[src/rtl/gin_multicast_bus_if.sv]
// GIN multicast bus interface: GLB-side stream, scan chains, PE side, status.
// master = GLB/PE-array environment, slave = the bus itself.
interface gin_multicast_bus_if #(
   parameter int NUM_ROW   = 12,
   parameter int NUM_COL   = 14,
   parameter int XID_BITS  = 5,
   parameter int YID_BITS  = 4,
   parameter int DATA_BITS = 32,
   parameter int CNT_BITS  = 16
);
   localparam int N = NUM_ROW * NUM_COL;

   logic                 set_xid;
   logic [XID_BITS-1:0]  xid_scan_in;
   logic                 set_yid;
   logic [YID_BITS-1:0]  yid_scan_in;
   logic [XID_BITS-1:0]  tag_x;
   logic [YID_BITS-1:0]  tag_y;
   logic                 in_valid;
   logic                 in_ready;
   logic [DATA_BITS-1:0] in_data;
   logic [N-1:0]         pe_valid;
   logic [N-1:0]         pe_ready;
   logic [DATA_BITS-1:0] pe_data;
   logic                 busy;
   logic [CNT_BITS-1:0]  xfer_cnt;
   logic [CNT_BITS-1:0]  drop_cnt;
   logic                 drop_err;

   modport master (
      output set_xid, xid_scan_in, set_yid, yid_scan_in,
      output tag_x, tag_y, in_valid, in_data, pe_ready,
      input  in_ready, pe_valid, pe_data,
      input  busy, xfer_cnt, drop_cnt, drop_err
   );

   modport slave (
      input  set_xid, xid_scan_in, set_yid, yid_scan_in,
      input  tag_x, tag_y, in_valid, in_data, pe_ready,
      output in_ready, pe_valid, pe_data,
      output busy, xfer_cnt, drop_cnt, drop_err
   );
endinterface

[src/rtl/gin_multicast_bus.sv]
// Global input network: registered multicast of one GLB stream to all PEs
// whose scanned (X,Y) ID matches the tag. Ports: clk, rst, bus (slave).
module gin_multicast_bus #(
   parameter int NUM_ROW   = 12,
   parameter int NUM_COL   = 14,
   parameter int XID_BITS  = 5,
   parameter int YID_BITS  = 4,
   parameter int DATA_BITS = 32,
   parameter int CNT_BITS  = 16
) (
   input logic                clk,
   input logic                rst,
   gin_multicast_bus_if.slave bus
);
   localparam int N = NUM_ROW * NUM_COL;
   localparam logic [XID_BITS-1:0] X_ALL = '1;
   localparam logic [YID_BITS-1:0] Y_ALL = '1;
   localparam logic [CNT_BITS-1:0] CNT_ONE = 1;

   typedef enum logic {EMPTY, HOLD} state_t;

   state_t               state, state_nxt;
   logic [XID_BITS-1:0]  xid [N];
   logic [YID_BITS-1:0]  yid [NUM_ROW];
   logic [N-1:0]         mask, match, remain;
   logic [DATA_BITS-1:0] data_q;
   logic [CNT_BITS-1:0]  xfer_q, drop_q;
   logic                 err_q;
   logic                 scanning, retire, accept, hit, drop;
   logic                 x_wild, y_wild;

   assign x_wild = (bus.tag_x == X_ALL);
   assign y_wild = (bus.tag_y == Y_ALL);

   for (genvar r = 0; r < NUM_ROW; r++) begin : g_row
      for (genvar c = 0; c < NUM_COL; c++) begin : g_col
         localparam int I = r * NUM_COL + c;
         assign match[I] = (x_wild || bus.tag_x == xid[I]) &&
                           (y_wild || bus.tag_y == yid[r]);
      end
   end

   always_ff @(posedge clk or posedge rst) begin
      if (rst) state <= EMPTY;
      else     state <= state_nxt;
   end

   // Retire is combinational from pe_ready so the next word can be taken
   // in the same cycle the last outstanding PE handshakes.
   always_comb begin
      scanning     = bus.set_xid | bus.set_yid;
      remain       = mask & ~bus.pe_ready;
      state_nxt    = state;
      retire       = 1'b0;
      bus.in_ready = 1'b0;
      bus.pe_valid = '0;
      bus.busy     = 1'b0;
      unique case (state)
         EMPTY: begin
            bus.in_ready = ~scanning;
         end
         HOLD: begin
            bus.busy     = 1'b1;
            bus.pe_valid = mask;
            retire       = (remain == '0);
            bus.in_ready = retire & ~scanning;
            state_nxt    = retire ? EMPTY : HOLD;
         end
      endcase
      accept = bus.in_valid & bus.in_ready;
      hit    = accept & (|match);
      drop   = accept & ~(|match);
      if (hit) state_nxt = HOLD;
   end

   always_ff @(posedge clk or posedge rst) begin
      if (rst) begin
         mask   <= '0;
         data_q <= '0;
         xfer_q <= '0;
         drop_q <= '0;
         err_q  <= 1'b0;
         for (int i = 0; i < N; i++) xid[i] <= '0;
         for (int i = 0; i < NUM_ROW; i++) yid[i] <= '0;
      end else begin
         // The mask is latched at accept, so scanning never disturbs it.
         if (hit) begin
            mask   <= match;
            data_q <= bus.in_data;
         end else begin
            mask <= remain;
         end
         if (retire && xfer_q != '1) xfer_q <= xfer_q + CNT_ONE;
         if (drop) begin
            err_q <= 1'b1;
            if (drop_q != '1) drop_q <= drop_q + CNT_ONE;
         end
         if (bus.set_xid) begin
            for (int i = 0; i < N - 1; i++) xid[i] <= xid[i+1];
            xid[N-1] <= bus.xid_scan_in;
         end
         if (bus.set_yid) begin
            for (int i = 0; i < NUM_ROW - 1; i++) yid[i] <= yid[i+1];
            yid[NUM_ROW-1] <= bus.yid_scan_in;
         end
      end
   end

   assign bus.pe_data  = data_q;
   assign bus.xfer_cnt = xfer_q;
   assign bus.drop_cnt = drop_q;
   assign bus.drop_err = err_q;
endmodule

[src/flat_wrapper.sv]
// flat-port wrapper written by rule: the top's interface ports become plain ports
module gin_multicast_bus_flat 
#(
   parameter int NUM_ROW   = 12,
   parameter int NUM_COL   = 14,
   parameter int XID_BITS  = 5,
   parameter int YID_BITS  = 4,
   parameter int DATA_BITS = 32,
   parameter int CNT_BITS  = 16
)
  (clk, rst, bus_set_xid, bus_xid_scan_in, bus_set_yid, bus_yid_scan_in, bus_tag_x, bus_tag_y, bus_in_valid, bus_in_data, bus_pe_ready, bus_in_ready, bus_pe_valid, bus_pe_data, bus_busy, bus_xfer_cnt, bus_drop_cnt, bus_drop_err);
  gin_multicast_bus_if #(.NUM_ROW(NUM_ROW), .NUM_COL(NUM_COL), .XID_BITS(XID_BITS), .YID_BITS(YID_BITS), .DATA_BITS(DATA_BITS), .CNT_BITS(CNT_BITS)) bus_i ();
  input logic clk;
  input logic rst;
  input wire logic [$bits(bus_i.set_xid)-1:0] bus_set_xid;
  input wire logic [$bits(bus_i.xid_scan_in)-1:0] bus_xid_scan_in;
  input wire logic [$bits(bus_i.set_yid)-1:0] bus_set_yid;
  input wire logic [$bits(bus_i.yid_scan_in)-1:0] bus_yid_scan_in;
  input wire logic [$bits(bus_i.tag_x)-1:0] bus_tag_x;
  input wire logic [$bits(bus_i.tag_y)-1:0] bus_tag_y;
  input wire logic [$bits(bus_i.in_valid)-1:0] bus_in_valid;
  input wire logic [$bits(bus_i.in_data)-1:0] bus_in_data;
  input wire logic [$bits(bus_i.pe_ready)-1:0] bus_pe_ready;
  output wire logic [$bits(bus_i.in_ready)-1:0] bus_in_ready;
  output wire logic [$bits(bus_i.pe_valid)-1:0] bus_pe_valid;
  output wire logic [$bits(bus_i.pe_data)-1:0] bus_pe_data;
  output wire logic [$bits(bus_i.busy)-1:0] bus_busy;
  output wire logic [$bits(bus_i.xfer_cnt)-1:0] bus_xfer_cnt;
  output wire logic [$bits(bus_i.drop_cnt)-1:0] bus_drop_cnt;
  output wire logic [$bits(bus_i.drop_err)-1:0] bus_drop_err;
  assign bus_i.set_xid = bus_set_xid;
  assign bus_i.xid_scan_in = bus_xid_scan_in;
  assign bus_i.set_yid = bus_set_yid;
  assign bus_i.yid_scan_in = bus_yid_scan_in;
  assign bus_i.tag_x = bus_tag_x;
  assign bus_i.tag_y = bus_tag_y;
  assign bus_i.in_valid = bus_in_valid;
  assign bus_i.in_data = bus_in_data;
  assign bus_i.pe_ready = bus_pe_ready;
  assign bus_in_ready = bus_i.in_ready;
  assign bus_pe_valid = bus_i.pe_valid;
  assign bus_pe_data = bus_i.pe_data;
  assign bus_busy = bus_i.busy;
  assign bus_xfer_cnt = bus_i.xfer_cnt;
  assign bus_drop_cnt = bus_i.drop_cnt;
  assign bus_drop_err = bus_i.drop_err;
  gin_multicast_bus #(.NUM_ROW(NUM_ROW), .NUM_COL(NUM_COL), .XID_BITS(XID_BITS), .YID_BITS(YID_BITS), .DATA_BITS(DATA_BITS), .CNT_BITS(CNT_BITS)) u_core (.clk(clk), .rst(rst), .bus(bus_i));
endmodule
[config.mk]
export PLATFORM = sky130hd
export DESIGN_NAME = gin_multicast_bus_flat
export DESIGN_NICKNAME = d
export VERILOG_FILES = /design/src/rtl/gin_multicast_bus_if.sv /design/src/rtl/gin_multicast_bus.sv /design/src/flat_wrapper.sv
export SDC_FILE = /design/constraint.sdc
export NUM_CORES = 2
export LEC_CHECK = 0
export CORE_UTILIZATION = 35
export CTS_BUF_LIST = sky130_fd_sc_hd__clkbuf_2 sky130_fd_sc_hd__clkbuf_4 sky130_fd_sc_hd__clkbuf_8
export DETAILED_ROUTE_END_ITERATION = 12
export DONT_BUFFER_PORTS = 1
export PLACE_DENSITY = 0.61
export SYNTH_ARGS = -nofsm -noshare
export SYNTH_HDL_FRONTEND = slang
export SYNTH_SLANG_ARGS = --single-unit
[constraint.sdc]
create_clock -name clk -period 53.3 [get_ports clk]
set_input_delay 5.33 -clock clk [delete_from_list [all_inputs] [get_ports clk]]
set_output_delay 5.33 -clock clk [all_outputs]
set_load 0.02 [all_outputs]
* Word level (Yosys, flattened, before mapping) *
Cells that the tools add are included.

cells by class
  $add $sub $neg = 2
  equality and inequality tests = 184
  muxes and demuxes = 8
  bitwise operators = 10
  reduce and logical (&&, ||, !) cells = 352

operators by type and width
  kind                     count
  $eq A5 B5 Y1             168
  $mux W168                2
  $logic_or A1 B1 Y1       180
  $logic_and A1 B1 Y1      169
  $and A168 B168 Y168      1
  $logic_not A168 Y1       1
  $not A168 Y168           1
  $reduce_or A168 Y1       1
  $eq A4 B4 Y1             12
  $add A16 B1 Y16 const B  2
  $ne A16 B16 Y1 const B   2
  $eq A5 B5 Y1 const B     1
  $mux W1                  5
  $and A1 B1 Y1            4
  $eq A4 B4 Y1 const B     1
  $not A1 Y1               3
  $pmux W1 S2              1
  $reduce_and A2 Y1        1
  $or A1 B1 Y1             1

storage, ports and cells
  register bits = 1122
  bits of input ports = 223
  word-level logic and storage cells = 742

* Longest topological paths before layout *
  depth after elaboration = 8
  gate-level depth with buffers = 17
  depth with buffers taken out = 10

* Least setup slack after synthesis *
No wires, ideal clock.

  kind = in2out
  from = input port bus_pe_ready[132]
  to = output port bus_in_ready
  arrival = 6871 ps
  path slack = 41099 ps
  cell stages on the path = 6
  path buffers = 0
  cells stage by stage = nand2b_1 > nand4_1 > nor4_1 > nand4_1 > o31ai_1 > nor3b_1

between the ends
  longest elaborated chain between the ends = 5

ends and longest elaborated chain
  what                 line                     source
  from (decl)          flat_wrapper.sv:23       input wire logic [$bits(bus_i.pe_ready)-1:0] bus_pe_ready;
  $not A168 Y168       gin_multicast_bus.sv:52  remain = mask & ~bus.pe_ready;
  $and A168 B168 Y168  gin_multicast_bus.sv:52
  $logic_not A168 Y1   gin_multicast_bus.sv:65  retire = (remain == '0);
  $and A1 B1 Y1        gin_multicast_bus.sv:66  bus.in_ready = retire & ~scanning;
  $pmux W1 S2          gin_multicast_bus.sv:58  unique case (state)
  to (decl)            flat_wrapper.sv:24       output wire logic [$bits(bus_i.in_ready)-1:0] bus_in_ready;

No other way between the ends.

* Final worst setup path *
  from = input port bus_pe_ready[31]
  to = output port bus_in_ready

Same word-level chain as after synthesis.

==> results.cfg <==
[synth]
synth_area_um2 = 56480
synth_ff_type = dfrtp_1
synthCells = 4552
ys_seq_area_share_pct = 49.72
syn_avg_cell_area_um2 = 12.41
ys_warn_count = 0
synth_nets = 4777
ys_ff_latch = 1122
ys_types = 53
synth-edff-count = 0
synthArstFlopShare_pct = 100.0

[grt]
track_usage_pct = 22.75
grt_pass1_vias = 36654
grt_max_degree = 842
overflow = 0
antenna_found_initial = 44
grt_pass1_wl_um = 269300

[status]
status = finished, violations left
violations = max-slew violations

[clocking]
numCtsBuffers = 193
htreeDepth = 4
clkSinkCount = 1122
post_cts_resized = 0
clock_latency_ns = 0.91
clkTransAtPathRegs_ns = 0.06
cts_setup_buffers = 0
cts_tree = built
clockBufferDepth = 3
hold_buffers = 0
cts_root_buf = clkbuf_8

[layout]
finalCoreUtilization_pct = 38.94
nets = 4725
layout.cells.non_filler = 6832
layout-drive-gt1-share_pct = 28.55
syn_to_final_growth_pct = 10.58

[timing]
setup_tns_ns = 0
tightest_slew_ns = 1.737
hold_viol = 0
fin_crit_ns = 14.12
setup_viol = 0
rsz0062_at_grt = false
holdWs_ns = 0.4986
period_share_pct = 26.50
finalMaxSlewViolations = 310
maxSlewHeadroom_pct = -15.81
fin_skew_ns = 0.08948
fmax_mhz = 70.81

[die]
rows = 147
start_util_pct = 35.21
die_area_um2 = 163000
die_y_um = 403.7
core_um2 = 160400
die_w_um = 403.7
io_pins = 458

[placed_design]
placedCellCount = 6462
place_congestion = 0.9810
dp_hpwl_um = 134400
port-buffer-count = 0

[critical_path]
slowest_stage = nand4_1
crit_type = input pin to output port
worstSetupPathDepth = 7
cp-end-kind = output port
critPathBufInv = 1
startpoint_type = input pin
slowest_delay_ns = 0.88
cp_data_required_time_ns = 47.97
reg2reg_depth = 12
crit_family = simple AND/OR/NAND/NOR gates
cp_max_fo = 3
r2r_start = u_core.mask[31]$_DFF_PP0_
startpoint = bus_pe_ready[31]
cp.arrival_ns = 8.79
path_cells = nand2b_1 > nand4_1 > nor4_1 > nand3_1 > o31ai_1 > nor3b_1 > buf_4

[power_and_ir_drop]
cellLeakagePower_nw = 28.48
power.switching_w = 0.0006620
ir_drop_v = 0.00003516
power.share.clock_pct = 38.8
p_per_area_nw_per_um2 = 35.35
seqPwrFrac_pct = 46.6
comb_power_share_pct = 14.7
swShare_pct = 29.98
internal-power_w = 0.001546

[job]
maxCapViolCount = 0

[min_path]
worstHoldStart = u_core.xid[181]$_DFFE_PP0P_
hold_path_depth = 1
hold_path_class = flop to flop

[drt]
drt_iter0_drc = 3688
ant_nets = 0
routed_wl_um = 189400
wire_per_inst_um = 27.72
route.vias.total = 37055
drc = 0
vias_per_cell = 5.424
first_pass_iters = 9
synthesized netlist by cell type, types with 17 or more instances:
| cell | count | area share (%) |
|---|---|---|
| a31oi_1 | 87 | 0.96 |
| and2_1 | 170 | 1.9 |
| buf_2 | 61 | 0.54 |
| buf_4 | 68 | 0.90 |
| buf_6 | 25 | 0.50 |
| clkbuf_1 | 148 | 0.98 |
| dfrtp_1 | 1122 | 50 |
| mux2_1 | 33 | 0.66 |
| mux2_2 | 891 | 18 |
| mux2i_1 | 80 | 1.4 |
| nand2_1 | 44 | 0.29 |
| nand2b_1 | 169 | 1.9 |
| nand3_1 | 90 | 0.80 |
| nand4_1 | 61 | 0.68 |
| nor2_1 | 17 | 0.11 |
| nor3_1 | 146 | 1.3 |
| nor4_1 | 39 | 0.43 |
| o21ai_0 | 49 | 0.43 |
| o21bai_1 | 87 | 1.2 |
| o22ai_1 | 37 | 0.41 |
| o31ai_1 | 33 | 0.44 |
| o41ai_1 | 90 | 1.4 |
| xnor2_1 | 426 | 6.6 |
| xor2_1 | 491 | 7.6 |
final timing paths:
check                                                endpoint  slack (ns)
setup / recovery                                 bus_in_ready       39.18
hold / removal                    u_core.xid[186]$_DFFE_PP0P_        0.50
setup reg to reg           u_core.bus.pe_data[21]$_DFFE_PP0P_       46.82
hold reg to reg                   u_core.xid[186]$_DFFE_PP0P_        0.50
max in group asynchronous          u_core.mask[122]$_DFF_PP0_       44.59
min in group asynchronous         u_core.xid[704]$_DFFE_PP0P_        4.49
worst register-to-register path, stage by stage (launching register included):
cell      delay, ns
dfrtp_1        0.38
nand2b_1       0.67
nand4_1        0.91
nor4_1         0.66
nand3_1        0.28
o31ai_1        0.37
nor3b_1        0.28
buf_4          0.25
nand2_4        0.41
nor2_4         0.58
buf_4          0.57
buf_4          0.58
mux2_1         0.41
logic make-up after synthesis:
group / share of synthesized area, %
muxes: 19.84
DFF: 49.72
adders and majority gates: 0.04430
xor gates and xnor gates: 14.22
and+or+nand+nor: 8.044
AOI/OAI and AO/OA: 5.127
buffers and inverters: 3.006
power groups by stage:
stage               sequential, W  clock (W)  combinational [W]
floorplan                 0.00102          0           0.000268
global placement          0.00104          0           0.000301
detailed placement        0.00104          0           0.000307
CTS                       0.00103   0.000870           0.000308
global route              0.00104   0.000910           0.000347
finish                    0.00103   0.000856           0.000324
flip-flops by register name, indices dropped and copies added, names as in the netlist:
| name | cells |
|---|---|
| u_core.xid | 840 |
| u_core.mask | 168 |
| u_core.yid | 48 |
| u_core.bus.pe_data | 32 |
| u_core.bus.drop_cnt | 16 |
| u_core.bus.xfer_cnt | 16 |
| u_core.bus.drop_err | 1 |
| u_core.state | 1 |
layout by cell type (no fill, tap or decap), types with 5 or more instances in the layout:
master / n
o31ai_1: 33
clkbuf_8: 246
o41ai_1: 89
buf_4: 57
xor2_1: 491
mux2i_1: 80
clkinv_2: 10
nor3_1: 146
xnor2_1: 426
o21bai_1: 87
o21ai_1: 13
clkbuf_4: 66
nand2b_1: 169
nor2_1: 13
a21oi_1: 7
o22ai_1: 37
nand3_1: 89
dfrtp_1: 1121
mux2_2: 891
nand2_1: 43
nor2_2: 5
or2_1: 9
a31oi_1: 87
diode_2: 27
and2_1: 169
and4_1: 7
mux2_1: 33
nand4_1: 61
o21ai_0: 41
nor4_1: 39
through the flow:
step	cell area [µm²]	setup slack, ns	total power [W]
detailed placement	58050	39.46	0.001348
floorplan	56480	16.37	0.001284
finish	62450	39.18	0.002208
global placement	58050	39.41	0.001339
CTS	62300	39.44	0.002205
global route	62410	39.22	0.002296
cell type report:
class,count,area [µm²]
inverter,3,18.77
tap,2160,2703
clock buffer,312,3881
sequential,1122,28080
clock inverter,28,364.1
multi-input combinational,3116,26740
fill,15432,97940
antenna,27,67.56
timing repair buffer,64,590.6
layer usage:
metal  track usage [%]  share of wire, %
met1             30.60                43
met5                 0              0.13
met2             32.74                42
met3             7.545               9.5
met4             10.86               5.0
(Power assumes the default switching activity.)
